$ cat src/rtl/leitor_botoes.sv
// Button reader: 2-FF sync, debounce FSM, one accepted one-hot press per push with single-cycle strobes.
// Optional auto-repeat while a one-hot button is held: define LEITOR_BOTOES_AUTOREPEAT_EN.
module leitor_botoes #(
    parameter int DEBOUNCE_CICLOS = 50000,
    parameter int REPEAT_CICLOS   = 25000000
) (
    input  logic       clock,
    input  logic       reset,
    input  logic       habilita,
    input  logic [3:0] botoes,
    output logic [3:0] jogada,
    output logic       tem_jogada,
    output logic       jogada_invalida,
    output logic [2:0] db_estado
);
    localparam int MAX_CICLOS = (DEBOUNCE_CICLOS > REPEAT_CICLOS) ? DEBOUNCE_CICLOS : REPEAT_CICLOS;
    localparam int CW = $clog2(MAX_CICLOS) + 1;
    localparam logic [CW-1:0] DB_FIM = CW'(DEBOUNCE_CICLOS - 1);
`ifdef LEITOR_BOTOES_AUTOREPEAT_EN
    localparam logic [CW-1:0] RP_FIM = CW'(REPEAT_CICLOS - 1);
`endif

    typedef enum logic [2:0] {
        ESPERA        = 3'd0,
        FILTRA        = 3'd1,
        REGISTRA      = 3'd2,
        ESPERA_SOLTAR = 3'd3,
        FILTRA_SOLTAR = 3'd4
    } estado_t;

    estado_t       estado, prox;
    logic [3:0]    b_m, b_s, amostra;
    logic [CW-1:0] cnt, cnt_sat;
    logic          um_quente;

    assign um_quente = $onehot(amostra);
    assign cnt_sat   = (cnt == {CW{1'b1}}) ? cnt : cnt + 1'b1;

    always_ff @(posedge clock) begin
        if (reset) begin
            b_m <= 4'd0;
            b_s <= 4'd0;
        end else begin
            b_m <= botoes;
            b_s <= b_m;
        end
    end

    always_comb begin
        prox = estado;
        case (estado)
            ESPERA:
                if (habilita && b_s != 4'd0) prox = FILTRA;
            FILTRA:
                // a glitch or loss of habilita wins over a counter that just completed
                if (b_s != amostra || !habilita) prox = ESPERA;
                else if (cnt == DB_FIM)          prox = REGISTRA;
            REGISTRA:
                prox = ESPERA_SOLTAR;
            ESPERA_SOLTAR:
                if (b_s == 4'd0) prox = FILTRA_SOLTAR;
`ifdef LEITOR_BOTOES_AUTOREPEAT_EN
                else if (b_s == amostra && um_quente && cnt == RP_FIM) prox = REGISTRA;
`endif
            FILTRA_SOLTAR:
                if (b_s != 4'd0)        prox = ESPERA_SOLTAR;
                else if (cnt == DB_FIM) prox = ESPERA;
            default:
                prox = ESPERA_SOLTAR;
        endcase
    end

    always_ff @(posedge clock) begin
        if (reset) begin
            estado  <= ESPERA_SOLTAR;
            cnt     <= '0;
            amostra <= 4'd0;
            jogada  <= 4'd0;
        end else begin
            estado <= prox;
            if (prox != estado)
                cnt <= '0;
            else if (estado == FILTRA || estado == FILTRA_SOLTAR)
                cnt <= cnt_sat;
`ifdef LEITOR_BOTOES_AUTOREPEAT_EN
            else if (estado == ESPERA_SOLTAR)
                cnt <= (b_s == amostra && um_quente) ? cnt_sat : '0;
`endif
            if (estado == ESPERA && prox == FILTRA)
                amostra <= b_s;
            // jogada is valid in the same cycle the strobe is decoded
            if (prox == REGISTRA && estado != REGISTRA && um_quente)
                jogada <= amostra;
        end
    end

    assign tem_jogada      = (estado == REGISTRA) && um_quente;
    assign jogada_invalida = (estado == REGISTRA) && !um_quente;
    assign db_estado       = estado;
endmodule

$ cat config.mk
export PLATFORM = sky130hd
export DESIGN_NAME = leitor_botoes
export DESIGN_NICKNAME = d
export VERILOG_FILES = /design/src/rtl/leitor_botoes.sv
export SDC_FILE = /design/constraint.sdc
export NUM_CORES = 1
export LEC_CHECK = 0
export ABC_AREA = 0
export CORE_MARGIN = 2
export CORE_UTILIZATION = 40
export DETAILED_ROUTE_END_ITERATION = 8
export SLEW_MARGIN = 10
export SYNTH_ARGS = -nofsm -noshare
export SYNTH_HDL_FRONTEND = slang
export SYNTH_SLANG_ARGS = --single-unit
export TNS_END_PERCENT = 100
$ cat constraint.sdc
create_clock -name clock -period 3.8 [get_ports clock]
set_input_delay 1.14 -clock clock [delete_from_list [all_inputs] [get_ports clock]]
set_output_delay 1.14 -clock clock [all_outputs]
set_load 0.02 [all_outputs]
### After elaboration in Yosys (flattened, before gate mapping)

Index checks and enable logic that the tools add are counted.

* add/subtract/negate cells: 4
* equal/unequal tests: 12
* mux-type cells: 7
* bitwise logic cells: 1
* reductions and logical operators: 15

Operators with widths (number)
* adder 26 x 1 -> 26 bit (second input constant): 1
* == test 26 x 16 -> 1 bit (second input constant): 1
* == test 26 bit (second input constant): 1
* 2-to-1 mux 3 bit: 6
* case mux 3 bit (4 select lines): 1
* == test 3 x 1 -> 1 bit (second input constant): 3
* == test 3 x 2 -> 1 bit (second input constant): 3
* logical AND 1 bit: 6
* adder 1 x 1 -> 2 bit: 2
* zero test 4 bit: 1
* != test 4 bit: 1
* nonzero test 4 bit: 1
* adder 2 x 2 -> 3 bit: 1
* == test 3 bit (second input constant): 1
* zero test 3 bit: 1
* != test 3 x 2 -> 1 bit (second input constant): 1
* != test 3 bit: 1
* zero test 1 bit: 2
* logical OR 1 bit: 2
* AND reduction 2 bit: 1
* OR reduction 2 bit: 1
* inverter 1 bit: 1

* register bits: 45
* bits of input ports: 7
* word-level logic and storage cells: 45

### Depth between registers and ports, before layout

Gate-level depths: netlist (run 1).

* depth in word-level cells: 7
* depth in mapped cells: 9
* gate-level depth less buffers: 9

### Least setup slack after synthesis (run 1)

No wires, ideal clock.

* path kind: register -> output
* start point: register amostra[0]
* end point: output tem_jogada
* arrival time: 1.982 ns
* required time: 2.660 ns
* setup slack: 0.678 ns
* stages on the path, launching flop included: 8
* buffers on the path: 0
* path through: dfxtp_1 -> inv_1 -> fa_1 -> inv_1 -> ha_1 -> ha_1 -> nor3b_1 -> and3_1

* cells in the longest elaborated chain, start to end: 4

RTL lines
* start: declaration: line 32 `logic [3:0] b_m, b_s, amostra;`
* start signal: assignment: line 90 `amostra <= b_s;`
* adder 1 x 1 -> 2 bit (implied by the code): line 36 `assign um_quente = $onehot(amostra);`
* adder 2 x 2 -> 3 bit (implied by the code): line 36
* == test 3 x 1 -> 1 bit: line 36
* logical AND 1 bit: line 97 `assign tem_jogada = (estado == REGISTRA) && um_quente;`
* end: declaration: line 12 `output logic tem_jogada,`

No other way between the ends.

### Worst setup path after layout (run 1)

* start point: register amostra[1]
* end point: output jogada_invalida

* cells in the longest elaborated chain, start to end: 5

RTL lines
* adder 1 x 1 -> 2 bit (implied by the code): line 36
* adder 2 x 2 -> 3 bit (implied by the code): line 36
* == test 3 x 1 -> 1 bit: line 36
* zero test 1 bit: line 98 `assign jogada_invalida = (estado == REGISTRA) && !um_quente;`
* logical AND 1 bit: line 98
* end: declaration: line 13 `output logic jogada_invalida,`

No other way between the ends.

==> run_results.csv, run 1 <==
group,metric,value,unit
clocking,cts_repair_resize_count,3,
layout,register_area,902,um2
yosys,ys_dominant_reg_cell,"sky130_fd_sc_hd__dfxtp_1",
yosys,syn-mean-instance-area,8.71,um2
clocking,cts.reportedPaths.clkPinSlew,90,ps
layout,final_nets,278,
run,cap_viol_max_count,0,
detailed_routing,route.top_layer_used,"met4",
power_and_ir_drop,pleak,0.899,nW
detailed_routing,remaining_drc_errors,0,
layout,final_core_utilization,47.7,%
sta,setup-violations-final,0,
layout,flow.area_growth_from_synthesis,13.5,%
critical_path,critical_path_arrival,2500,ps
min_path,whs_path_depth,1,
sta,slew_violations,0,
critical_path,setup_crit_end_kind,"primary output",
layout,final_layout_size_suffix_gt1_share,6.34,%
critical_path,timing.setup.critical_path_class,"register to primary output",
sta,final.period_utilization,95.7,%
clocking,clkLatencyLatePin,300,ps
global_route,grt_max_degree,27,
status,status,"finished clean",
clocking,clk_root_buffer_cell,"sky130_fd_sc_hd__clkbuf_8",
power_and_ir_drop,power.density,367,nW/um2
floorplanning,rows,26,
sta,tightest_pin_transition,818,ps
floorplanning,dieArea,6080,um2
detailed_routing,drt_wl_total,4120,um
power_and_ir_drop,irDropWorstVdd,0.142,mV
detailed_routing,wl_met3,138,um
place,placement.io_buffers,15,
sta,totalNegativeSetupSlack,0,ps
layout,multi_input_area,1200,um2
critical_path,worst_setup_path_start_kind,"register",
yosys,synth_most_common_cell,"sky130_fd_sc_hd__dfxtp_1",
yosys,netlist_area,2190,um2
detailed_routing,drt-met1-wl,2130,um
place,placed_area,2390,um2
place,hpwlAfterDp,2970,um
place,placed_cells_incl_taps,330,
global_route,grt_pass1_vias,1635,
clocking,sink_count,45,
yosys,syn-num-nets,262,
clocking,cts_hold_repair.buffers,0,
yosys,edff_count_synth,0,
floorplanning,start_util,42.0,%
global_route,overall_routing_resource_usage,15.8,%
detailed_routing,route.vias.total,1704,
global_route,grt_antenna_before_repair,0,
yosys,library_cell_with_the_largest_summed_area_after_synthesis,"sky130_fd_sc_hd__dfxtp_1",
critical_path,worstPathRequired,2660,ps
yosys,synth.top_cells.by_area,"sky130_fd_sc_hd__dfxtp_1 41%, sky130_fd_sc_hd__nor2_1 7.4%, sky130_fd_sc_hd__xor2_1 7.2%, sky130_fd_sc_hd__xnor2_1 4.4%, sky130_fd_sc_hd__mux2i_1 4.1%",
yosys,ys_ff_latch,45,
yosys,yosys_warnings,0,
yosys,share_of_synthesized_area_occupied_by_flip_flops_and_latches,41.2,%
clocking,numCtsBuffers,5,
sta,clock_skew,7.07,ps
critical_path,ff2ff_path_depth,10,
detailed_routing,drtIter0Drc,129,
sta,timing_hold_violations_final,0,
yosys,syn_inst,251,
detailed_routing,detail-route-antenna-nets,0,
layout,insertedDiodeCount,0,
detailed_routing,drt-vias-per-instance,5.04,
global_route,overflow,0,
yosys,yosys-top-cells-count,"45 x sky130_fd_sc_hd__dfxtp_1, 43 x sky130_fd_sc_hd__nor2_1, 18 x sky130_fd_sc_hd__xor2_1",
floorplanning,core_area,5200,um2
sta,finalHoldWorstSlack,436,ps
floorplanning,fp.dieW,77.9,um
sta,max_freq,275,MHz
layout,num-fill-cells,527,
layout,finalNonFillerCells,338,
detailed_routing,drt_pass1_iterations,4,
yosys,ffs_w_async_s_r_synth,0,%
detailed_routing,met2_wl,1800,um
layout,fin_area,2480,um2
min_path,holdCritPathClass,"register to register",
critical_path,crit_fanout,4,
global_route,grt_first_pass_wirelength,7750,um
detailed_routing,average_detailed_routed_wire_length_per_instance,12.2,um
clocking,htree_levels,2,
floorplanning,floorplan.io_pins,16,
floorplanning,die_y,77.9,um
sta,finalCriticalPeriod,3640,ps
yosys,post-synth-top-area-fraction,41.2,%
clocking,cts-root-to-sink-buffers,2,
place,gp_routability_congestion,0.811,
clocking,clock_tree_from_tritoncts,"built",
sta,setup_repair_after_global_routing_missed_its_margin,"no",
clocking,number_of_setup_buffers_added_after_cts,0,
sta,slew-limit-headroom,45.5,%
yosys,post_synth_num_cell_types,41,
-- layer usage --
layer,global-route usage (%),vias up
met4,5.26,0
met5,0,-
met1,22.8,769
met3,4.19,5
met2,22.9,31
li1,-,899
-- per-stage QoR --
stage	total power, mW	worst slack [ps]
after floorplan	0.603	678
after global placement	0.631	217
after detailed placement	0.631	66.9
after CTS	0.928	74.6
after global routing	0.965	25.7
final	0.911	164
-- area by class of cell --
| cell class | count | share of cell area, % |
|---|---|---|
| flip-flops and latches | 45 | 36.3 |
| clock buffers | 5 | 2.77 |
| repair buffers | 18 | 6.85 |
| well taps | 70 | 3.53 |
| clock inverters | 3 | 0.907 |
| inverters | 8 | 1.21 |
| multi-input cells | 189 | 48.4 |
-- registers in the layout, indices dropped and copies added, names as in the netlist --
name,cells
b_m,4
db_estado,3
amostra,4
b_s,4
jogada,4
cnt,26
-- critical path: stages, from the launching register on --
cell	delay (ps)
sky130_fd_sc_hd__dfxtp_1	390
sky130_fd_sc_hd__inv_1	80
sky130_fd_sc_hd__fa_1	520
sky130_fd_sc_hd__inv_1	40
sky130_fd_sc_hd__ha_1	170
sky130_fd_sc_hd__ha_1	280
sky130_fd_sc_hd__nor3b_2	200
sky130_fd_sc_hd__buf_4	140
sky130_fd_sc_hd__nor3_1	40
sky130_fd_sc_hd__dlygate4sd2_1	330
-- cells by family after synthesis --
| kind of cell | Yosys count | share of synthesized area (%) |
|---|---|---|
| AND/OR/NAND/NOR | 129 | 30.8 |
| flip-flops | 45 | 41.2 |
| adder cells (fa/ha/maj) | 4 | 2.63 |
| multiplexers | 9 | 4.12 |
| XOR/XNOR | 29 | 11.6 |
| buffers and inverters | 17 | 4.12 |
| AO/OA/AOI/OAI | 18 | 5.55 |
-- path summary, 6_finish.rpt --
check                                from                     end  slack (ps)
setup / recovery  amostra[1]$_SDFFE_PP0P_         jogada_invalida         160
hold / removal          b_m[1]$_SDFF_PP0_       b_s[1]$_SDFF_PP0_         440
setup reg to reg  amostra[1]$_SDFFE_PP0P_  jogada[3]$_SDFFE_PP0P_        1380
hold reg to reg         b_m[1]$_SDFF_PP0_       b_s[1]$_SDFF_PP0_         440
-- layout by cell type, fill, tap and decap left out, types with 4 or more instances in the layout --
| cell | count |
|---|---|
| sky130_fd_sc_hd__dfxtp_1 | 44 |
| sky130_fd_sc_hd__nor2_1 | 43 |
| sky130_fd_sc_hd__xor2_1 | 18 |
| sky130_fd_sc_hd__nand2_1 | 15 |
| sky130_fd_sc_hd__nand3_1 | 14 |
| sky130_fd_sc_hd__nand4_1 | 13 |
| sky130_fd_sc_hd__clkdlybuf4s50_1 | 13 |
| sky130_fd_sc_hd__xnor2_1 | 11 |
| sky130_fd_sc_hd__mux2i_1 | 9 |
| sky130_fd_sc_hd__inv_1 | 8 |
| sky130_fd_sc_hd__nor2b_1 | 8 |
| sky130_fd_sc_hd__nor4_1 | 7 |
| sky130_fd_sc_hd__and3_1 | 5 |
| sky130_fd_sc_hd__nor3_1 | 5 |
| sky130_fd_sc_hd__a21oi_1 | 5 |
| sky130_fd_sc_hd__clkbuf_8 | 5 |
| sky130_fd_sc_hd__nand2b_1 | 4 |
| sky130_fd_sc_hd__o21ai_0 | 4 |
-- where the power goes --
| group | internal, mW | leakage [nW] | switching, mW |
|---|---|---|---|
| logic | 0.0506 | 0.498 | 0.0647 |
| clock network | 0.129 | 0.0364 | 0.164 |
| registers | 0.481 | 0.365 | 0.0216 |
(Power assumes the default switching activity.)
==> run 2, diff against run 1 <==
--- a/config.mk
+++ b/config.mk
@@ -13,4 +13,4 @@
 export SYNTH_ARGS = -nofsm -noshare
 export SYNTH_HDL_FRONTEND = slang
 export SYNTH_SLANG_ARGS = --single-unit
-export TNS_END_PERCENT = 100
+export TNS_END_PERCENT = 20
==> constraint.sdc (replaced) <==
create_clock -name clock -period 4.1 [get_ports clock]
set_input_delay 1.23 -clock clock [delete_from_list [all_inputs] [get_ports clock]]
set_output_delay 1.23 -clock clock [all_outputs]
set_load 0.02 [all_outputs]
==> run 2 against run 1 <==
Compared with the run above: sequential power down 7.4%; critical path depth down 1; global-route usage down 0.71 points; cell count down 0.30%; via count up 2.4%; worst hold slack about the same; clock-buffer cell count unchanged; critical endpoint unchanged; total power down 6.7%; sequential share of layout area about the same.
==> run_results.csv, run 2 (same netlist as run 1, synthesis figures left out) <==
group,metric,value,unit
global_route,grt_max_degree,27,
power_and_ir_drop,total_power,0.850,mW
detailed_routing,drt-vias-per-instance,5.18,
clocking,number_of_setup_buffers_added_after_cts,0,
place,dp_slack,273,ps
sta,timing_hold_violations_final,0,
place,placement.io_buffers,15,
detailed_routing,drt_wl_total,4200,um
critical_path,critical_path_arrival,2670,ps
clocking,sink_count,45,
power_and_ir_drop,irDropWorstVdd,0.155,mV
layout,layout.cells.most_common_list,"45 x sky130_fd_sc_hd__dfxtp_1, 43 x sky130_fd_sc_hd__nor2_1, 18 x sky130_fd_sc_hd__xor2_1, 15 x sky130_fd_sc_hd__nand2_1",
place,gp_routability_congestion,0.809,
layout,largest-register,"cnt",
run,cap_viol_max_count,0,
sta,setup_repair_after_global_routing_missed_its_margin,"no",
sta,max_freq,257,MHz
clocking,cts_hold_repair.buffers,0,
detailed_routing,route.vias.total,1745,
sta,timing.final.ws_setup,204,ps
critical_path,setup_crit_end_kind,"primary output",
min_path,holdCritPathClass,"register to register",
sta,slew_violations,0,
layout,largest_register_ffs,26,
clocking,clk_root_buffer_cell,"sky130_fd_sc_hd__clkbuf_8",
sta,tightest_pin_transition,820,ps
detailed_routing,remaining_drc_errors,0,
floorplanning,rows,26,
place,hpwlAfterDp,2920,um
power_and_ir_drop,power.density,343,nW/um2
global_route,grt_antenna_before_repair,0,
critical_path,worst_setup_path_start_kind,"register",
layout,final_nets,277,
layout,insertedDiodeCount,0,
floorplanning,dieArea,6080,um2
floorplanning,floorplan.io_pins,16,
sta,totalNegativeSetupSlack,0,ps
sta,finalCriticalPeriod,3900,ps
sta,clock_skew,7.97,ps
detailed_routing,detail-route-antenna-nets,0,
detailed_routing,average_detailed_routed_wire_length_per_instance,12.5,um
layout,layout.cells.most_common,"sky130_fd_sc_hd__dfxtp_1",
clocking,cts-root-to-sink-buffers,2,
floorplanning,start_util,42.0,%
detailed_routing,drt_pass1_iterations,4,
clocking,clock_tree_from_tritoncts,"built",
layout,flow.area_growth_from_synthesis,13.3,%
critical_path,crit_fanout,4,
floorplanning,core_area,5200,um2
global_route,overall_routing_resource_usage,15.1,%
global_route,grt_pass1_vias,1631,
global_route,grt_first_pass_wirelength,7470,um
clocking,clkLatencyLatePin,300,ps
power_and_ir_drop,pleak,0.904,nW
layout,final_layout_size_suffix_gt1_share,5.62,%
clocking,htree_levels,2,
critical_path,worstPathRequired,2870,ps
clocking,cts.reportedPaths.clkPinSlew,90,ps
sta,slew-limit-headroom,45.3,%
critical_path,timing.setup.critical_path_class,"register to primary output",
detailed_routing,drtIter0Drc,92,
sta,final.period_utilization,95.0,%
global_route,overflow,0,
clocking,numCtsBuffers,5,
floorplanning,fp.dieW,77.9,um
status,status,"finished clean",
floorplanning,die_y,77.9,um
sta,setup-violations-final,0,
-- run 2: cell count changes in the layout (fill, tap and decap cells not counted), sizes merged --
cell,previous run,this run
dlygate4sd2,2,0
clkdlybuf4s50,13,14
dlymetal6s2s,0,1
buf,3,2
-- run 2: path summary, 6_finish.rpt --
check,from,endpoint,slack [ps],cells past startpoint
hold / removal,b_m[1]$_SDFF_PP0_,b_s[1]$_SDFF_PP0_,440,1
setup reg to reg,amostra[0]$_SDFFE_PP0P_,jogada[3]$_SDFFE_PP0P_,1690,9
hold reg to reg,b_m[1]$_SDFF_PP0_,b_s[1]$_SDFF_PP0_,440,1
setup / recovery,amostra[0]$_SDFFE_PP0P_,jogada_invalida,200,8
-- run 2: layout make-up --
cell class	count	area, um2
fill	534	2730
multi-input combinational	189	1200
sequential	45	901
timing repair buffer	17	168
tap	70	87.6
clock buffer	5	68.8
inverter	8	30.0
clock inverter	3	22.5
-- run 2: per-stage QoR --
stage                     hold WS (ps)  util, %  cell area (um2)  instances
after floorplan                    414        -             2190        251
after global placement             415     45.7             2380        329
after detailed placement           421     45.7             2380        329
after CTS                          441     47.6             2480        337
after global routing               456     47.6             2480        337
final                              436     47.6             2480        337
-- run 2: power by group --
part | internal, mW | switching, mW | leakage (nW) | total [mW]
sequential | 0.446 | 0.0200 | 0.365 | 0.466
combinational | 0.0480 | 0.0607 | 0.502 | 0.109
clock | 0.120 | 0.156 | 0.0364 | 0.275
total | 0.614 | 0.237 | 0.904 | 0.850
-- run 2: critical path, cell delays in order, from the launching register on --
cell,delay (ps)
sky130_fd_sc_hd__dfxtp_1,400
sky130_fd_sc_hd__inv_1,80
sky130_fd_sc_hd__fa_1,530
sky130_fd_sc_hd__inv_1,40
sky130_fd_sc_hd__ha_1,170
sky130_fd_sc_hd__ha_1,290
sky130_fd_sc_hd__nor3b_2,240
sky130_fd_sc_hd__nor3_1,80
sky130_fd_sc_hd__clkdlybuf4s50_1,550
-- run 2: per-layer routing --
metal  GRT usage, %  vias to the layer above  part of all wire, %
li1               -                      897                    -
met4           6.67                        0                  1.0
met2           23.1                       28                   44
met5              0                        -                    0
met3           2.44                        4                  3.4
met1           21.1                      816                   51
-- run 2: repair_timing --
action                                  4_1_cts  5_1_grt
resized for setup                             1        1
endpoints found under the setup margin        1        1
hold endpoints to repair                      0        0
